`src/rtl/mc_ctrl_fsm_if.sv`:
```
// Control bundle between the multi-cycle RV32 control FSM and its datapath.
// master = control FSM side, slave = datapath side.
interface mc_ctrl_fsm_if;
    logic [6:0] op;
    logic [2:0] funct3;
    logic       funct7b5;
    logic       zero;
    logic       memReady;

    logic       pcWrite;
    logic       adrSrc;
    logic       memWrite;
    logic       irWrite;
    logic [1:0] resultSrc;
    logic [1:0] aluSrcA;
    logic [1:0] aluSrcB;
    logic [1:0] immSrc;
    logic [2:0] aluControl;
    logic       regWrite;
    logic       instrDone;
    logic       illegal;

    modport master (
        input  op, funct3, funct7b5, zero, memReady,
        output pcWrite, adrSrc, memWrite, irWrite, resultSrc, aluSrcA,
               aluSrcB, immSrc, aluControl, regWrite, instrDone, illegal
    );

    modport slave (
        output op, funct3, funct7b5, zero, memReady,
        input  pcWrite, adrSrc, memWrite, irWrite, resultSrc, aluSrcA,
               aluSrcB, immSrc, aluControl, regWrite, instrDone, illegal
    );
endinterface

```
`src/rtl/mc_ctrl_fsm.sv`:
```
// Moore control FSM for the multi-cycle RV32 core (lw/sw/R/I/beq/bne).
// Optional memory wait states are enabled with the CTRL_MEM_WAIT_EN macro.
module mc_ctrl_fsm #(
    parameter logic [3:0] RESET_STATE = 4'd0
) (
    input  logic          clk,
    input  logic          reset,
    mc_ctrl_fsm_if.master bus
);

    typedef enum logic [3:0] {
        FETCH    = 4'd0,
        DECODE   = 4'd1,
        MEMADR   = 4'd2,
        MEMREAD  = 4'd3,
        MEMWB    = 4'd4,
        MEMWRITE = 4'd5,
        EXECR    = 4'd6,
        ALUWB    = 4'd7,
        EXECI    = 4'd8,
        BRANCH   = 4'd9,
        TRAP     = 4'd10
    } state_t;

    state_t     state_r;
    state_t     next_state_s;

    logic       pc_write_s;
    logic       adr_src_s;
    logic       mem_write_s;
    logic       ir_write_s;
    logic [1:0] result_src_s;
    logic [1:0] alu_src_a_s;
    logic [1:0] alu_src_b_s;
    logic [2:0] alu_control_s;
    logic       reg_write_s;
    logic       instr_done_s;
    logic       illegal_s;
    logic       mem_ready_s;

    // ALU operation for R/I types; sub only for R-type with inst[30] set
    function automatic logic [2:0] alu_decode(input logic [2:0] f3,
                                              input logic       f7b5,
                                              input logic       op5);
        logic [2:0] ctl;
        case (f3)
            3'b000:  ctl = (f7b5 & op5) ? 3'b001 : 3'b000;
            3'b010:  ctl = 3'b101;
            3'b110:  ctl = 3'b011;
            3'b111:  ctl = 3'b010;
            default: ctl = 3'b000;
        endcase
        return ctl;
    endfunction

    function automatic logic [1:0] imm_decode(input logic [6:0] opc);
        logic [1:0] sel;
        case (opc)
            7'b0100011: sel = 2'b10;
            7'b1100011: sel = 2'b11;
            default:    sel = 2'b00;
        endcase
        return sel;
    endfunction

    function automatic logic rf_funct_bad(input logic [2:0] f3);
        return (f3 == 3'b001) || (f3 == 3'b011) || (f3 == 3'b100) || (f3 == 3'b101);
    endfunction

`ifdef CTRL_MEM_WAIT_EN
    assign mem_ready_s = bus.memReady;
`else
    logic unused_mem_ready_s;
    assign unused_mem_ready_s = bus.memReady;
    assign mem_ready_s        = 1'b1;
`endif

    // State register with synchronous reset
    always_ff @(posedge clk) begin
        if (reset) begin
            state_r <= state_t'(RESET_STATE);
        end else begin
            state_r <= next_state_s;
        end
    end

    // Next-state and Moore output decode
    always_comb begin
        next_state_s  = FETCH;
        pc_write_s    = 1'b0;
        adr_src_s     = 1'b0;
        mem_write_s   = 1'b0;
        ir_write_s    = 1'b0;
        result_src_s  = 2'b00;
        alu_src_a_s   = 2'b00;
        alu_src_b_s   = 2'b00;
        alu_control_s = 3'b000;
        reg_write_s   = 1'b0;
        instr_done_s  = 1'b0;
        illegal_s     = 1'b0;

        case (state_r)
            FETCH: begin
                alu_src_b_s  = 2'b10;
                result_src_s = 2'b10;
                ir_write_s   = mem_ready_s;
                pc_write_s   = mem_ready_s;
                next_state_s = mem_ready_s ? DECODE : FETCH;
            end
            DECODE: begin
                alu_src_a_s = 2'b01;
                alu_src_b_s = 2'b01;
                case (bus.op)
                    7'b0000011, 7'b0100011: next_state_s = MEMADR;
                    7'b0110011: next_state_s = rf_funct_bad(bus.funct3) ? TRAP : EXECR;
                    7'b0010011: next_state_s = rf_funct_bad(bus.funct3) ? TRAP : EXECI;
                    7'b1100011: next_state_s = (bus.funct3[2:1] == 2'b00) ? BRANCH : TRAP;
                    default:    next_state_s = TRAP;
                endcase
            end
            MEMADR: begin
                alu_src_a_s  = 2'b10;
                alu_src_b_s  = 2'b01;
                next_state_s = bus.op[5] ? MEMWRITE : MEMREAD;
            end
            MEMREAD: begin
                adr_src_s    = 1'b1;
                next_state_s = mem_ready_s ? MEMWB : MEMREAD;
            end
            MEMWB: begin
                result_src_s = 2'b01;
                reg_write_s  = 1'b1;
                instr_done_s = 1'b1;
                next_state_s = FETCH;
            end
            MEMWRITE: begin
                adr_src_s    = 1'b1;
                mem_write_s  = 1'b1;
                instr_done_s = mem_ready_s;
                next_state_s = mem_ready_s ? FETCH : MEMWRITE;
            end
            EXECR: begin
                alu_src_a_s   = 2'b10;
                alu_control_s = alu_decode(bus.funct3, bus.funct7b5, bus.op[5]);
                next_state_s  = ALUWB;
            end
            EXECI: begin
                alu_src_a_s   = 2'b10;
                alu_src_b_s   = 2'b01;
                alu_control_s = alu_decode(bus.funct3, bus.funct7b5, bus.op[5]);
                next_state_s  = ALUWB;
            end
            ALUWB: begin
                reg_write_s  = 1'b1;
                instr_done_s = 1'b1;
                next_state_s = FETCH;
            end
            BRANCH: begin
                alu_src_a_s   = 2'b10;
                alu_control_s = 3'b001;
                instr_done_s  = 1'b1;
                pc_write_s    = bus.funct3[0] ? ~bus.zero : bus.zero;
                next_state_s  = FETCH;
            end
            TRAP: begin
                illegal_s    = 1'b1;
                next_state_s = TRAP;
            end
            default: begin
                next_state_s = FETCH;
            end
        endcase
    end

    // Write strobes and status are gated off while reset is held
    assign bus.pcWrite    = pc_write_s   & ~reset;
    assign bus.irWrite    = ir_write_s   & ~reset;
    assign bus.memWrite   = mem_write_s  & ~reset;
    assign bus.regWrite   = reg_write_s  & ~reset;
    assign bus.instrDone  = instr_done_s & ~reset;
    assign bus.illegal    = illegal_s    & ~reset;
    assign bus.adrSrc     = adr_src_s;
    assign bus.resultSrc  = result_src_s;
    assign bus.aluSrcA    = alu_src_a_s;
    assign bus.aluSrcB    = alu_src_b_s;
    assign bus.aluControl = alu_control_s;
    assign bus.immSrc     = imm_decode(bus.op);

endmodule

```
`src/flat_wrapper.sv`:
```
// flat-port wrapper written by rule: the top's interface ports become plain ports
module mc_ctrl_fsm_flat 
#(
    parameter logic [3:0] RESET_STATE = 4'd0
)
  (clk, reset, bus_op, bus_funct3, bus_funct7b5, bus_zero, bus_memReady, bus_pcWrite, bus_adrSrc, bus_memWrite, bus_irWrite, bus_resultSrc, bus_aluSrcA, bus_aluSrcB, bus_immSrc, bus_aluControl, bus_regWrite, bus_instrDone, bus_illegal);
  mc_ctrl_fsm_if bus_i ();
  input  logic clk;
  input  logic reset;
  input wire logic [$bits(bus_i.op)-1:0] bus_op;
  input wire logic [$bits(bus_i.funct3)-1:0] bus_funct3;
  input wire logic [$bits(bus_i.funct7b5)-1:0] bus_funct7b5;
  input wire logic [$bits(bus_i.zero)-1:0] bus_zero;
  input wire logic [$bits(bus_i.memReady)-1:0] bus_memReady;
  output wire logic [$bits(bus_i.pcWrite)-1:0] bus_pcWrite;
  output wire logic [$bits(bus_i.adrSrc)-1:0] bus_adrSrc;
  output wire logic [$bits(bus_i.memWrite)-1:0] bus_memWrite;
  output wire logic [$bits(bus_i.irWrite)-1:0] bus_irWrite;
  output wire logic [$bits(bus_i.resultSrc)-1:0] bus_resultSrc;
  output wire logic [$bits(bus_i.aluSrcA)-1:0] bus_aluSrcA;
  output wire logic [$bits(bus_i.aluSrcB)-1:0] bus_aluSrcB;
  output wire logic [$bits(bus_i.immSrc)-1:0] bus_immSrc;
  output wire logic [$bits(bus_i.aluControl)-1:0] bus_aluControl;
  output wire logic [$bits(bus_i.regWrite)-1:0] bus_regWrite;
  output wire logic [$bits(bus_i.instrDone)-1:0] bus_instrDone;
  output wire logic [$bits(bus_i.illegal)-1:0] bus_illegal;
  assign bus_i.op = bus_op;
  assign bus_i.funct3 = bus_funct3;
  assign bus_i.funct7b5 = bus_funct7b5;
  assign bus_i.zero = bus_zero;
  assign bus_i.memReady = bus_memReady;
  assign bus_pcWrite = bus_i.pcWrite;
  assign bus_adrSrc = bus_i.adrSrc;
  assign bus_memWrite = bus_i.memWrite;
  assign bus_irWrite = bus_i.irWrite;
  assign bus_resultSrc = bus_i.resultSrc;
  assign bus_aluSrcA = bus_i.aluSrcA;
  assign bus_aluSrcB = bus_i.aluSrcB;
  assign bus_immSrc = bus_i.immSrc;
  assign bus_aluControl = bus_i.aluControl;
  assign bus_regWrite = bus_i.regWrite;
  assign bus_instrDone = bus_i.instrDone;
  assign bus_illegal = bus_i.illegal;
  mc_ctrl_fsm #(.RESET_STATE(RESET_STATE)) u_core (.clk(clk), .reset(reset), .bus(bus_i));
endmodule
```
`config.mk`:
```
export PLATFORM = sky130hd
export DESIGN_NAME = mc_ctrl_fsm_flat
export DESIGN_NICKNAME = d
export VERILOG_FILES = /design/src/rtl/mc_ctrl_fsm_if.sv /design/src/rtl/mc_ctrl_fsm.sv /design/src/flat_wrapper.sv
export SDC_FILE = /design/constraint.sdc
export NUM_CORES = 1
export LEC_CHECK = 0
export CAP_MARGIN = 20
export CORE_MARGIN = 10
export CORE_UTILIZATION = 35
export CTS_BUF_LIST = sky130_fd_sc_hd__clkbuf_8
export CTS_CLUSTER_SIZE = 40
export DETAILED_ROUTE_END_ITERATION = 10
export HOLD_SLACK_MARGIN = 0.12
export PLACE_DENSITY = 0.8
export SLEW_MARGIN = 20
export SYNTH_ARGS = -nofsm -noshare
export SYNTH_HDL_FRONTEND = slang
export SYNTH_SLANG_ARGS = --single-unit
export TNS_END_PERCENT = 20
```
`constraint.sdc`:
```
create_clock -name clk -period 1.44 [get_ports clk]
set_input_delay 0.144 -clock clk [delete_from_list [all_inputs] [get_ports clk]]
set_output_delay 0.144 -clock clk [all_outputs]
set_load 0.02 [all_outputs]
```
* After elaboration in Yosys (flattened, before gate mapping)
Cells that the tools add are included.
Storage, ports and cells: flip-flop bits (word level) 4, input bits 15, output and inout port bits 18
Operators by class: equal/unequal tests 22, muxes and demuxes 21, bitwise gates (word level) 9, reductions and logical operators 13
Operators with widths (count):
- 4-bit one-hot mux with 6 select lines | 1
- 4-bit by 3-bit == test with 1-bit output, second input constant | 4
- 2-bit one-hot mux with 2 select lines | 4
- 4-bit one-hot mux with 4 select lines | 1
- 7-bit by 6-bit == test with 1-bit output, second input constant | 2
- 3-bit == test, second input constant | 4
- 4-bit == test, second input constant | 3
- 3-bit one-hot mux with 4 select lines | 1
- 4-bit by 2-bit == test with 1-bit output, second input constant | 2
- 1-bit 2-to-1 mux | 8
- 2-bit OR reduction | 4
- 4-bit OR reduction | 2
- 1-bit bitwise AND | 7
- 7-bit by 2-bit == test with 1-bit output, second input constant | 1
- 7-bit by 5-bit == test with 1-bit output, second input constant | 1
- 7-bit == test, second input constant | 1
- 3-bit by 2-bit == test with 1-bit output, second input constant | 2
- 3-bit one-hot mux with 2 select lines | 1
- 4-bit by 1-bit == test with 1-bit output, second input constant | 1
- 4-bit zero test | 1
- 2-bit 2-to-1 mux | 2
- 4-bit 2-to-1 mux | 1
- 3-bit by 1-bit == test with 1-bit output, second input constant | 1
- 3-bit zero test | 1
- other kinds (6) | 9

* Longest topological paths before layout
Gate-level depths: netlist (run 1).
depth in word-level cells 7, mapped depth 6

* Worst setup path before layout (run 1)
Ideal clock, no wire load.
path kind register to output, start point register u_core.state_r[2], end point output bus_aluControl[2], data arrival time 1.623 ns, required time 1.296 ns, path slack -0.327 ns, cell stages (with the launch flop) 6, path buffers 1, cells stage by stage dfxtp_1 > clkbuf_1 > or2_2 > nor2_1 > a21oi_1 > nor4_1
Between the ends: word-level cells in the longest chain between the ends 3, elaborated cells between the ends (all ways) 5, those cells by class 3 x eq/ne; 1 x mux; 1 x reduce/logical
RTL lines:
- start: declaration | RTL line mc_ctrl_fsm.sv:25 | state_t state_r;
- start signal: assignment | RTL line mc_ctrl_fsm.sv:81 | state_r <= state_t'(RESET_STATE);
- start signal: assignment | RTL line mc_ctrl_fsm.sv:83 | state_r <= next_state_s;
- 4-bit by 3-bit == test with 1-bit output or 4-bit == test (tied branches) | RTL line mc_ctrl_fsm.sv:102 | case (state_r)
- 2-bit OR reduction (no line)
- 3-bit one-hot mux with 2 select lines * | RTL line mc_ctrl_fsm.sv:102
- end: declaration | RTL line flat_wrapper.sv:23 | output wire logic [$bits(bus_i.aluControl)-1:0] bus_aluControl;
Every way passes the cells marked *; elsewhere a longest branch is shown, timed or not.

* Final worst setup path (run 1)
start point register u_core.state_r[2], end point register u_core.state_r[1]
Between the ends: word-level cells in the longest chain between the ends 3, elaborated cells between the ends (all ways) 9, those cells by class 6 x eq/ne; 1 x mux; 2 x reduce/logical
RTL lines (RTL line):
- 4-bit by 3-bit == test with 1-bit output or 4-bit == test (tied branches) | mc_ctrl_fsm.sv:102
- 2-bit OR reduction (no line)
- 4-bit one-hot mux with 6 select lines * | mc_ctrl_fsm.sv:102
Marks and branches as above. A chain may end at the register's enable or synchronous reset.

==> metrics, run 1 <==
Yosys warning count 0; Tcrit/Tclk final 107%; Die Y 60.2 microns; Final #Nets 162; H-Tree Depth 1; Ports 33; Mapped Cells 84; failing checks negative setup slack; Worst Tran Pin Value 0.358 ns; Worst-Skew Late Latency 0.22 ns; # setup viols final 15; IO Port Bufs 31; core area 1520 sq um; DRC Markers 0; critical path required time 1.60 ns; min Tclk post-route 1.54 ns; met1 wire length 922 microns; CTS tree built; CP cell instances buf_6, or2_4, a221o_1, nor3_2, a31o_1; GP Congestion 0.840; Top Registers u_core.state_r (4); Seq cells post-synth 4; crit start category register; RSZ-0062 raised after global routing true; max FFs per register 4; Layout area overhead 120%; Vias/cell 5.56; largest net degree at the start of global routing 10; total grt overflow 0; number of enable flip-flop cells after synthesis 0; Seq/Total Area, Yosys 14.2%; Cell Count, Final, Fillers Out 161; maximum vdd drop approximately 0.76 mV; most common cell after layout, fill and taps aside buf_4; All-Layer GR Usage a little over an eighth; Worst Hold Class in2reg; leak pwr about 0.00058 uW; initial antenna violation count 0; average wire per standard cell between 15 and 20 microns; commonest cells after routing, fill and taps aside 37 x buf_4, 12 x clkdlybuf4s50_1, 10 x nor2_1; Critical Path AT 1.70 ns; layout cells sized above 1 a little under three fifths; Rel. slew slack 76.1%; number of diodes 0; hold slack roughly 0.62 ns; Clock Root Buffer clkbuf_8; placed cells 150; post-synth cell types 34; PwrDens around 1800 nW/um^2; WL final 2680 microns; number of placement rows 14; slowest cell on the critical path a221o_1; Iteration-0 DRC Markers 18; Async S/R FF share, synth 0%; pre-CTS WS -0.554 ns; DR vias approximately 900; metal3 WL between 200 and 300 microns; final setup margin -0.101 ns; vias in the first global route 843; Crit path largest cell delay 0.40 ns; max layer used met4; first-pass GRT wire length 3760 microns; total clock sinks 4; clock skew 0.000256 ns; routed length on met2 1430 microns; Crit Path Category reg2reg; peak fanout along the critical path 5; CP Capture Type register; first-pass iteration count of the detailed router 4; Max Freq 649 MHz; clk buf depth 2; mapped cell area between 500 and 600 sq um; status finished with violations; Final Hold Fails 0; Reg with most FFs u_core.state_r; net count after synthesis 99; Starting Density ~37%; Routed Antenna Nets 0; Slew Limit Fails 0; Max-cap violations 0; Synth Flop Type dfxtp_1; synthesized area per cell 6.72 sq um; setup TNS -0.809 ns; number of hold buffers added after cts 0; Die Footprint between 3000 and 4000 sq um; clk slew on worst S/H paths 0.03 ns; clock buffer count from CTS 3; post-detail-place hpwl 1790 microns; chip width 60.2 microns
==> power by group <==
group / total (uW) / internal [uW] / leakage (uW) / switching, uW
clock network: 236 / 178 / 0.0000216 / 58.1
registers: 245 / 168 / 0.0000350 / 76.6
logic: 1710 / 876 / 0.000526 / 839
total: 2200 / 1220 / 0.000583 / 973
==> critical path, delay by kind of cell, from the launching register on <==
family,cells,cell delay [ns]
simple gates,2,0.48
compound gates,2,0.53
flops,1,0.35
buf+inv,1,0.12
==> synthesized netlist by cell type (all sizes together) (2+ instances only) <==
library cell	count	area (sq um)
a21oi	9	45.0
or2	3	18.8
nor2	11	41.3
o21ai	3	15.0
nor3b	3	22.5
dfxtp	4	80.1
nor4	3	18.8
xor2	2	17.5
nand3b	3	22.5
buf	3	26.3
nor3	6	35.0
nand2b	9	56.3
clkbuf	3	11.3
inv	5	18.8
==> worst paths after layout <==
path / startpoint / endpoint / slack, ns / depth (start not counted)
worst max-delay path: u_core.state_r[2] / u_core.state_r[1] / -0.10 / 5
worst min-delay path: bus_funct3[2] / u_core.state_r[1] / 0.62 / 5
worst max register to register: u_core.state_r[2] / u_core.state_r[1] / -0.10 / 5
worst min register to register: u_core.state_r[2] / u_core.state_r[2] / 0.77 / 3
==> layout make-up <==
type,instances,area [sq um]
Fill cell,94,282
Inverter,5,18.8
Sequential cell,4,90.1
Clock buffer,3,41.3
Multi-Input combinational cell,69,552
Tap cell,16,20.0
Timing Repair Buffer,64,520
==> per-layer routing <==
layer / GRT usage (%) / vias up
li1: - / 426
met1: 12.4 / 423
met2: 23.2 / 42
met3: 8.47 / 4
met4: 4.17 / 0
met5: 0 / -
==> metrics by stage <==
step           total power [uW]  area (sq um)  utilization, %
5_1_grt                    2320          1240            81.5
6_report                   2200          1240            81.5
3_5_place_dp               1660          1060            69.9
3_3_place_gp               1620          1060            69.9
4_1_cts                    1880          1110            73.1
2_1_floorplan              1010           586               -
==> repair_timing <==
action / in CTS / in global routing
setup endpoints to repair: 21 / 19
pin swaps: 4 / 6
gates resized for setup: 100 / 27
setup buffers: 2 / 5
cloned: 1 / 0
==> cell families after synthesis <==
logic type / share of synthesized area (%)
XOR/XNOR: 3.10
AND/OR/NAND/NOR: 48.6
buffers and inverters: 9.98
flip-flops: 14.2
AO/OA/AOI/OAI: 24.2
(Power assumes the default switching activity.)
==> run 2: changes to the inputs <==
Settings changed: CORE_ASPECT_RATIO set to 0.9, GPL_TIMING_DRIVEN set to 0, HOLD_SLACK_MARGIN 0.12 to unset.
==> metrics, run 2 (same netlist as run 1, synthesis figures left out) <==
initial antenna violation count 0 (unchanged); FF-to-FF setup slack -0.09 ns (about the same); Vias/cell 5.22 (-6.0%); Worst-Skew Late Latency 0.21 ns (about the same); CTS tree built; leak pwr 0.000478 uW (-18%); Switching Share 45.9% (+1.6 points); most common cell after layout, fill and taps aside buf_4; # setup viols final 10 (-5); core area 1480 sq um (-2.9%); max FFs per register 4 (unchanged); Layout area overhead 96.0%; peak fanout along the critical path 7 (+2); M3 GR Usage 5.18% (-3.3 points); Iteration-0 DRC Markers 28 (+10); register share of total power 9.1% (-2.0 points); reg2reg end u_core.state_r[1]; Critical Path AT 1.43 ns (-0.27 ns); placed cells 137 (-8.7%); maximum vdd drop 0.779 mV (+2.3%); Die Footprint 3620 sq um (about the same); GP Congestion 0.789 (-6.1%); largest net degree at the start of global routing 11 (+1); Cell Count, Final, Fillers Out 147 (-8.7%); critical path required time 1.30 ns (-0.30 ns); number of placement rows 13 (-1); number of diodes 0 (unchanged); total clock sinks 4 (unchanged); Max Freq 634 MHz (-2.3%); total grt overflow 0 (unchanged); Reg with most FFs u_core.state_r; min Tclk post-route 1.58 ns (+0.0359 ns); commonest cells after routing, fill and taps aside 14 x buf_4, 9 x clkdlybuf4s50_1, 8 x nand2b_1, 8 x nor2_1; PwrDens 1850 nW/um^2 (+4.5%); Core Util, Final 74.7% (-6.8 points); clk buf depth 2 (unchanged); Pint 1100 uW (-9.7%); post-detail-place hpwl 1500 microns (-16%); All-Layer GR Usage 11.0% (-2.3 points); Starting Density 38.1% (+1.1 points); Top Registers u_core.state_r (4); WL final 2190 microns (-18%); Ports 33 (unchanged); crit start category register; status finished with violations; Worst Hold Class in2reg; Die Y 58.1 microns (-3.4%); Routed Antenna Nets 0 (unchanged); switching pwr 939 uW (-3.5%); IO Port Bufs 31 (unchanged); CP Capture Type output pin; average wire per standard cell 14.9 microns (-11%); DR vias 768 (-14%); layout cells sized above 1 46.4% (-9.5 points); Slew Limit Fails 0 (unchanged); Hold Path Stages 3 (-2); Reg2Reg Depth 6 (+1); hold path endpoint u_core.state_r[2]; power share of the combinational group 79.5% (+1.4 points); Crit Path Category reg2out; vias in the first global route 757 (-10%); Clock Root Buffer clkbuf_8; final setup margin -0.137 ns (-0.0359 ns); clk slew on worst S/H paths 0.03 ns (about the same); H-Tree Depth 1 (unchanged); Worst Tran Pin Value 0.392 ns (+0.0340 ns); FILL cells 120 (+28%); failing checks negative setup slack; Reg2Reg Launch Point u_core.state_r[3]; Max-cap violations 0 (unchanged); first-pass GRT wire length 3460 microns (-8.1%); Final Hold Fails 0 (unchanged); Tcrit/Tclk final 110% (+2.5 points); Clk network pwr share 11.4% (+0.6 points); setup TNS -1.03 ns (-0.220 ns); GR Util met2 19.0% (-4.2 points); GRT met1 Usage 12.4% (+0.094 points); gr busiest metal met2; clock skew 0.000257 ns (+0.00000175 ns); clock buffer count from CTS 3 (unchanged); Rel. slew slack 73.6% (-2.4 points); RSZ-0062 raised after global routing true; Final #Nets 142 (-12%); chip width 62.3 microns (+3.6%); first-pass iteration count of the detailed router 4 (unchanged); worst hold start bus_op[5]; hold slack 0.454 ns (-0.170 ns); DRC Markers 0 (unchanged)
==> run 2: changes by cell type in the layout (fill, tap and decap cells not counted), moves of 2 or more <==
| cell | change |
|---|---|
| dlymetal6s2s_1 | +2 |
| clkbuf_8 | +2 |
| nor2_1 | -2 |
| clkdlybuf4s50_1 | -3 |
| nand2b_4 | -2 |
| nor2_4 | +2 |
| dfxtp_1 | +2 |
| dfxtp_4 | -2 |
| nand2b_1 | +2 |
| buf_4 | -23 |
==> run 2: timing repair <==
| item | 4_1_cts | 5_1_grt |
|---|---|---|
| setup endpoints to repair | 19 | 20 |
| pin swaps | 3 | 4 |
| hold buffers | 0 | 0 |
| resized for setup | 106 | 26 |
| buffers inserted | 6 | 1 |
==> run 2: worst max-delay path, cell delays in order, from the launching register on <==
cell and delay, ns:
dfxtp_2 0.30, buf_6 0.12, or2_1 0.23, buf_6 0.14
nor4_1 0.20, buf_2 0.23
==> run 2: final cells by class <==
type | count | area [sq um] | area share (%)
plain buffers | 6 | 72.6 | 6.56
clock buffers | 3 | 41.3 | 3.73
inverters | 5 | 21.3 | 1.92
multi-input cells | 69 | 539 | 48.8
flip-flops and latches | 4 | 82.6 | 7.47
well taps | 22 | 27.5 | 2.49
repair buffers | 38 | 322 | 29.1
==> run 2: through the flow <==
step,total power [uW],setup WS (ns),instance area [sq um]
6_report,2040,-0.137,1110
2_1_floorplan,1010,-0.127,586
3_5_place_dp,1490,-0.659,923
3_3_place_gp,1470,-0.635,923
4_1_cts,1850,-0.162,1030
5_1_grt,2180,-0.232,1110
==> run 2: routing by layer <==
layer / part of all wire, % / up-vias
met3: 8.1 / 0
met4: 0 / 0
li1: - / 383
met1: 45 / 356
met2: 47 / 29
met5: 0 / -
==> run 2: worst max path at each step <==
stage | endpoint | slack [ns] | cells past startpoint | start
final | bus_irWrite | -0.14 | 5 | u_core.state_r[3]
after global placement | bus_instrDone | -0.64 | 5 | u_core.state_r[0]
after CTS | bus_aluControl[1] | -0.16 | 6 | u_core.state_r[2]
after global routing | bus_aluControl[2] | -0.23 | 6 | u_core.state_r[2]
after detailed placement | bus_instrDone | -0.66 | 5 | u_core.state_r[0]
after floorplan | bus_irWrite | -0.13 | 3 | u_core.state_r[0]
==> run 2: power by group through the flow <==
stage | Clock (uW) | Combinational, uW | Sequential, uW
global placement | 0 | 1290 | 175
floorplan | 0 | 838 | 171
finish | 233 | 1620 | 187
detailed placement | 0 | 1310 | 175
global route | 251 | 1730 | 193
CTS | 237 | 1430 | 179
